**config.mk**
```make
export PLATFORM = sky130hd
export DESIGN_NAME = rom_load_sequencer
export DESIGN_NICKNAME = d
export VERILOG_FILES = /design/src/rtl/rom_load_sequencer.sv
export SDC_FILE = /design/constraint.sdc
export NUM_CORES = 1
export LEC_CHECK = 0
export ABC_AREA = 0
export CAP_MARGIN = 15
export CORE_MARGIN = 5
export CORE_UTILIZATION = 50
export DETAILED_ROUTE_END_ITERATION = 10
export PLACE_DENSITY = 0.78
export SETUP_SLACK_MARGIN = 0.05
export SYNTH_ARGS = -nofsm -noshare
export SYNTH_HDL_FRONTEND = slang
export SYNTH_SLANG_ARGS = --single-unit
export TNS_END_PERCENT = 100
```
**constraint.sdc**
```tcl
create_clock -name MCLK -period 4.4 [get_ports MCLK]
set_clock_uncertainty 0.05 [all_clocks]
set_input_delay 0.88 -clock MCLK [delete_from_list [all_inputs] [get_ports MCLK]]
set_output_delay 0.88 -clock MCLK [all_outputs]
set_load 0.03 [all_outputs]
```
**src/rtl/rom_load_sequencer.sv**
```systemverilog
// Bridges the HPS ioctl download stream to the game core ROM port: forwards index-0 bytes,
// checks their order and length, keeps a checksum and holds the core in reset until a good image is loaded.
module rom_load_sequencer #(
  parameter logic [31:0] ROM_SIZE = 32'h0004_0000,
  parameter logic [15:0] RST_HOLD = 16'd1024
) (
  input  logic        MCLK,
  input  logic        RESET_N,
  input  logic        DL_ACT,
  input  logic [7:0]  DL_IDX,
  input  logic        DL_WR,
  input  logic [24:0] DL_AD,
  input  logic [7:0]  DL_DT,
  input  logic        RST_REQ,
  output logic [24:0] ROMAD,
  output logic [7:0]  ROMDT,
  output logic        ROMEN,
  output logic [3:0]  TNO,
  output logic        CORE_RST,
  output logic        LOAD_OK,
  output logic        LOAD_ERR,
  output logic [15:0] CKSUM,
  output logic [2:0]  DBG_STATE
);

  typedef enum logic [2:0] {
    S_IDLE = 3'd0,
    S_LOAD = 3'd1,
    S_HOLD = 3'd2,
    S_RUN  = 3'd3,
    S_ERR  = 3'd4
  } state_t;

  state_t      state, state_nx;
  logic        act_q;
  logic [24:0] cnt, cnt_nx, cnt_inc;
  logic [15:0] hold, hold_nx;
  logic [15:0] cksum_nx;
  logic [3:0]  tno_nx;
  logic        ok_nx, err_nx;
  logic        romen_nx;
  logic [24:0] romad_nx;
  logic [7:0]  romdt_nx;
  logic        rise, fall, wr0, wr1, bad_wr, hold_last;

  // DL_WR is a one-cycle strobe with no back-pressure; a byte counts only while the
  // registered DL_ACT is high. Edges of DL_ACT take effect on the clock edge where
  // act_q changes, so a write in the fall cycle is still taken before the length compare.
  assign rise      = DL_ACT & ~act_q;
  assign fall      = ~DL_ACT & act_q;
  assign wr0       = DL_WR & act_q & (DL_IDX == 8'd0);
  assign wr1       = DL_WR & act_q & (DL_IDX == 8'd1);
  assign cnt_inc   = (cnt == 25'h1FF_FFFF) ? cnt : cnt + 25'd1;
  assign bad_wr    = (DL_AD != cnt) || ({7'd0, cnt} >= ROM_SIZE);
  assign hold_last = ({1'b0, hold} + 17'd1) >= {1'b0, RST_HOLD};

  assign CORE_RST  = (state != S_RUN);
  assign DBG_STATE = state;

  always_comb begin
    state_nx = state;
    cnt_nx   = cnt;
    hold_nx  = hold;
    cksum_nx = CKSUM;
    tno_nx   = TNO;
    ok_nx    = LOAD_OK;
    err_nx   = LOAD_ERR;
    romen_nx = 1'b0;
    romad_nx = ROMAD;
    romdt_nx = ROMDT;

    if (wr1) tno_nx = DL_DT[3:0];

    case (state)
      S_IDLE, S_ERR, S_RUN: begin
        if (rise && (DL_IDX == 8'd0)) begin
          state_nx = S_LOAD;
          cnt_nx   = 25'd0;
          cksum_nx = 16'd0;
          ok_nx    = 1'b0;
          err_nx   = 1'b0;
        end else if ((state == S_RUN) && (RST_REQ || wr1)) begin
          state_nx = S_HOLD;
          hold_nx  = 16'd0;
        end
      end
      S_LOAD: begin
        if (wr0) begin
          cksum_nx = CKSUM + {8'd0, DL_DT};
          cnt_nx   = cnt_inc;
          if (bad_wr) begin
            state_nx = S_ERR;
            err_nx   = 1'b1;
          end else begin
            romen_nx = 1'b1;
            romad_nx = DL_AD;
            romdt_nx = DL_DT;
          end
        end
        // An out-of-order byte in the fall cycle already decided the outcome.
        if (fall && (state_nx == S_LOAD)) begin
          if ({7'd0, cnt_nx} == ROM_SIZE) begin
            state_nx = S_HOLD;
            hold_nx  = 16'd0;
            ok_nx    = 1'b1;
          end else begin
            state_nx = S_ERR;
            err_nx   = 1'b1;
          end
        end
      end
      S_HOLD: begin
        if (RST_REQ || wr1) begin
          hold_nx = 16'd0;
        end else if (hold_last) begin
          state_nx = S_RUN;
          hold_nx  = 16'd0;
        end else begin
          hold_nx = hold + 16'd1;
        end
      end
      default: state_nx = S_IDLE;
    endcase
  end

  // act_q resets high so a download still running at reset release is not seen as a rise.
  always_ff @(posedge MCLK or negedge RESET_N) begin
    if (!RESET_N) begin
      state    <= S_IDLE;
      act_q    <= 1'b1;
      cnt      <= 25'd0;
      hold     <= 16'd0;
      CKSUM    <= 16'd0;
      TNO      <= 4'd0;
      LOAD_OK  <= 1'b0;
      LOAD_ERR <= 1'b0;
      ROMEN    <= 1'b0;
      ROMAD    <= 25'd0;
      ROMDT    <= 8'd0;
    end else begin
      state    <= state_nx;
      act_q    <= DL_ACT;
      cnt      <= cnt_nx;
      hold     <= hold_nx;
      CKSUM    <= cksum_nx;
      TNO      <= tno_nx;
      LOAD_OK  <= ok_nx;
      LOAD_ERR <= err_nx;
      ROMEN    <= romen_nx;
      ROMAD    <= romad_nx;
      ROMDT    <= romdt_nx;
    end
  end

endmodule
```
# Yosys cells after proc, flatten, opt, wreduce, memory -nomap -nowiden
# Index checks and enable logic that the tools add are counted.
word_totals:
  register_bits: 101
  input_bits: 46
  out_inout_bits: 60
  elab_cells: 97
classes:
  addsub: 4
  n_lt_le_gt_ge: 2
  eq_ne: 19
  muxes: 37
  bitwise_logic: 8
  reduce_logical: 16
ops:
  columns: ["op", "count"]
  rows:
  - ["$mux W16", 8]
  - ["$mux W25", 4]
  - ["$pmux W25 S2", 1]
  - ["$pmux W16 S3", 1]
  - ["$pmux W16 S2", 1]
  - ["$mux W3", 9]
  - ["$add A25 B1 Y25 const B", 1]
  - ["$eq A25 B19 Y1 const B", 1]
  - ["$eq A25 B25 Y1 const B", 1]
  - ["$ge A25 B19 Y1 const B", 1]
  - ["$ne A25 B25 Y1", 1]
  - ["$add A16 B1 Y17 const B", 1]
  - ["$ge A17 B11 Y1 const B", 1]
  - ["$add A16 B1 Y16 const B", 1]
  - ["$add A16 B8 Y16", 1]
  - ["$ne A2 B2 Y1 const B", 8]
  - ["$mux W1", 10]
  - ["$pmux W3 S3", 1]
  - ["$reduce_and A3 Y1", 3]
  - ["$eq A8 B1 Y1 const B", 1]
  - ["$logic_not A8 Y1", 1]
  - ["$eq A3 B1 Y1 const B", 2]
  - ["$eq A3 B2 Y1 const B", 2]
  - ["$and A1 B1 Y1", 5]
  - ["14 further kinds", 20]

# Depth between registers and ports, before layout
logic_depth:
  ltp_word: 9
  depth_mapped: 11
  ltp_nobuf: 10

# Worst setup path after synthesis
# Ideal clock, no wire load.
synth_path:
  kind: "input-to-reg"
  start: "input DL_IDX[5]"
  end: "register hold[0]"
  setup_ns: 0.139
  arrival_time_ns: 3.851
  t_required_ns: 4.211
  setup_slack_ns: 0.360
  cell_stages: 10
  n_path_buf: 3
  cell_sequence: "or4_1 -> buf_2 -> or4_4 -> buf_6 -> nor4_1 -> mux2i_1 -> or4b_1 -> nor3_4 -> buf_6 -> o221ai_1"
synth_between:
  elab_chain_cells: 8
  elab_cells_between_ends: 21
  cone_classes: "7 x eq/ne; 6 x mux; 2 x bitwise; 6 x reduce/logical"
synth_rtl:
  columns: ["element", "line", "source"]
  rows:
  - ["start: declaration", "10", "input logic [7:0] DL_IDX,"]
  - ["parallel branches: the longest is 8 deep, another holds $mux W25", null, null]
  - ["end signal: assignment", "144", "hold <= hold_nx;"]
  - ["end: declaration", "37", "logic [15:0] hold, hold_nx;"]
# Several ways; the timed one is not identified. The select of a mux whose other input is x is not followed.
# A chain may end at the register's enable or synchronous reset.

# Worst setup path in the final report
# Same ends and word-level chain as after synthesis.

==> results.md <==
* Final antenna-violating net count at 0
* Fraction of registers with async set/reset at 100%
* Number of I/O port buffers at approximately 110
* Final instance area at approximately 7700 um^2
* Worst setup EP type: register
* Initial Util at slightly above 50%
* Fmax at 245 MHz
* Die Span Y at approximately 120 um
* Rows at 40
* Power Dens Cells at 256 nW/um^2
* Remaining Overflow, GRT at 0
* First-pass GRT wire length at 30300 um
* Via count at 5958
* RSZ-0062 raised after global routing: false
* Leak Pwr at approximately 3.3 nW
* Final min period at a little over 4000 ps
* Max VDD drop at approximately 0.25 mV
* Largest net degree at the start of global routing at between 60 and 70
* Final GP Congestion at 0.968
* Post-synth cell types at between 60 and 70
* GRT Max-Usage Layer: met2
* Sequential element share of the synthesized area at between 40% and 50%
* Worst endpoint data arrival time at 4260 ps
* Post-CTS Resized at 0
* Io pins at about 110
* WP data required at between 4000 and 5000 ps
* Final setup violation count at 0
* Critical path type: in -> reg
* Least-Margin Pin Slew at ~920 ps
* Reg clk slew, reported paths at 70 ps
* Sink Count at 101
* CTS hold repair buffers at 0
* Die footprint at roughly 15000 um^2
* Post-Synthesis Cells at approximately 730
* Final Hold Vio Count at 0
* Fin nets at between 800 and 900
* Die Width at between 100 and 150 um
* Max Fanout on Critical Path at 16
* Synthesized area per cell at roughly 8.5 um^2
* Mapped Nets at 786
* DRC viols at 0
* CTS tree: yes
* Critical path launch point type: input pin
* Placed Area at roughly 7400 um^2
* Total CTS buffers at 9
* Synth warn at 0
* Hold slack final at ~420 ps
* Design Power at 1.97 mW
* Maxcap violations at 0
* Initial DRC Count at between 400 and 500
* Grt met1 use at approximately 33%
* EDFF count, synth at 0
* Final WS setup at between 300 and 400 ps
* Fin. max-slew vios at 0
* Final core occ at between 60% and 70%
* Status: finished, final reports clean
* Vias in the first global route at slightly below 6000
* WL/cell at 19.2 um
* DP HPWL at approximately 14000 um
* Core Box Area at approximately 12000 um^2
* HP Class: reg -> reg
* Slew HR at roughly 37%
* Routed WL at roughly 19000 um
* Layout cells sized above 1 at between 7 and 8%
* Max H-tree Level at 3
* Fill count at approximately 1000
* Tcrit/Tclk final at between 90% and 100%
* DR vias/cell at about 6
* Area Overhead vs Synth at 25.4%
* Pre-CTS setup slack at -34.3 ps
* Synth Register Bits at 101
* Met3 Usage GRT at about 6%
* Met2 usage at between 40% and 50%
* Antenna violations before repair at 0
* CTS max path bufs at 2
* Total track usage at between 20% and 30%
* Top FF cell, synth: dfrtp_1
* Worst-skew pair later-pin latency at around 350 ps
* Initial DRT Pass Iterations at 6
* Setup bufs post-CTS at 0
* Antenna fix cells at 0
* Root buffer cell: clkbuf_16
* Mapped Area at 6140 um^2
worst max-delay path: stages:
cell and delay [ps]:
clkdlybuf4s50_1 390, or4_1 560, or4_4 580, nor4_1 420, mux2i_1 350, or4b_1 540, nor3_4 250, buf_12 170
o221ai_1 110
cells in the mapped netlist (12+ instances only):
library cell	number	area, um^2
nor3_1	17	85.1
clkbuf_1	40	150
nand3_1	29	145
xnor2_1	24	210
nand4_1	20	125
o21ai_0	52	260
ha_1	12	150
nor2_1	29	109
inv_1	18	67.6
a21oi_1	42	210
nor4_1	15	93.8
dfrtp_1	100	2500
nand2_1	145	544
xor2_1	17	149
o31ai_1	13	97.6
cell type report:
cell class | count | area (um^2) | area share, %
repair buffers | 130 | 1250 | 16.2
flip-flops and latches | 101 | 2530 | 32.8
clock buffers | 10 | 239 | 3.10
well taps | 147 | 184 | 2.39
inverters | 18 | 67.6 | 0.877
clock inverters | 6 | 55.1 | 0.715
multi-input cells | 565 | 3380 | 43.9
cell usage in the layout, fill, tap and decap left out, drive strengths merged, types with 24 or more instances in the layout:
| master | n |
|---|---|
| buf | 26 |
| nand3 | 29 |
| xnor2 | 24 |
| nand2 | 145 |
| a21oi | 42 |
| dfrtp | 100 |
| o21ai | 60 |
| nor2 | 29 |
| clkdlybuf4s50 | 104 |
stage by stage:
step / TNS (ps) / instances
2_1_floorplan: 0 / 727
3_3_place_gp: 0 / 961
3_5_place_dp: -85.8 / 961
4_1_cts: 0 / 977
5_1_grt: 0 / 977
6_report: 0 / 977
kinds of logic (layout without fill, tap and decap cells):
kind of cell,count (synthesis),in the layout,synth area share [%]
DFF,101,101,41.2
AOI/OAI and AO/OA,167,167,17.3
xor gates and xnor gates,41,41,5.84
and+or+nand+nor,335,335,27.4
adders and majority gates,13,13,2.77
buffers and inverters,61,164,3.99
muxes,9,9,1.57
path summary, 6_finish.rpt:
path | start | endpoint | slack (ps) | cells after the start
max | DL_IDX[5] | hold[0] | 310 | 9
min | ROMDT[0] | ROMDT[0] | 420 | 2
max reg2reg | hold[7] | hold[9] | 760 | 8
min reg2reg | ROMDT[0] | ROMDT[0] | 420 | 2
max in group asynchronous | RESET_N | CKSUM[12] | 2900 | 2
min in group asynchronous | RESET_N | hold[10] | 570 | 1
power breakdown:
part / internal [mW] / total, mW / switching [mW] / leakage, nW
combinational: 0.0980 / 0.216 / 0.118 / 1.88
sequential: 0.940 / 0.964 / 0.0245 / 1.32
clock: 0.410 / 0.792 / 0.382 / 0.145
metal layers:
layer  part of all wire (%)  vias up
met4                    3.2        0
li1                       -     2806
met1                     43     2896
met5                      0        -
met2                     47      215
met3                    6.5       41
registers in the layout (all words and copies together) (netlist names), 3 cells and up:
name and flops:
CKSUM 16, hold 16, ROMAD 25, DBG_STATE 3, cnt 25, ROMDT 8
TNO 4
No activity file was read; power rests on OpenSTA's default activity.
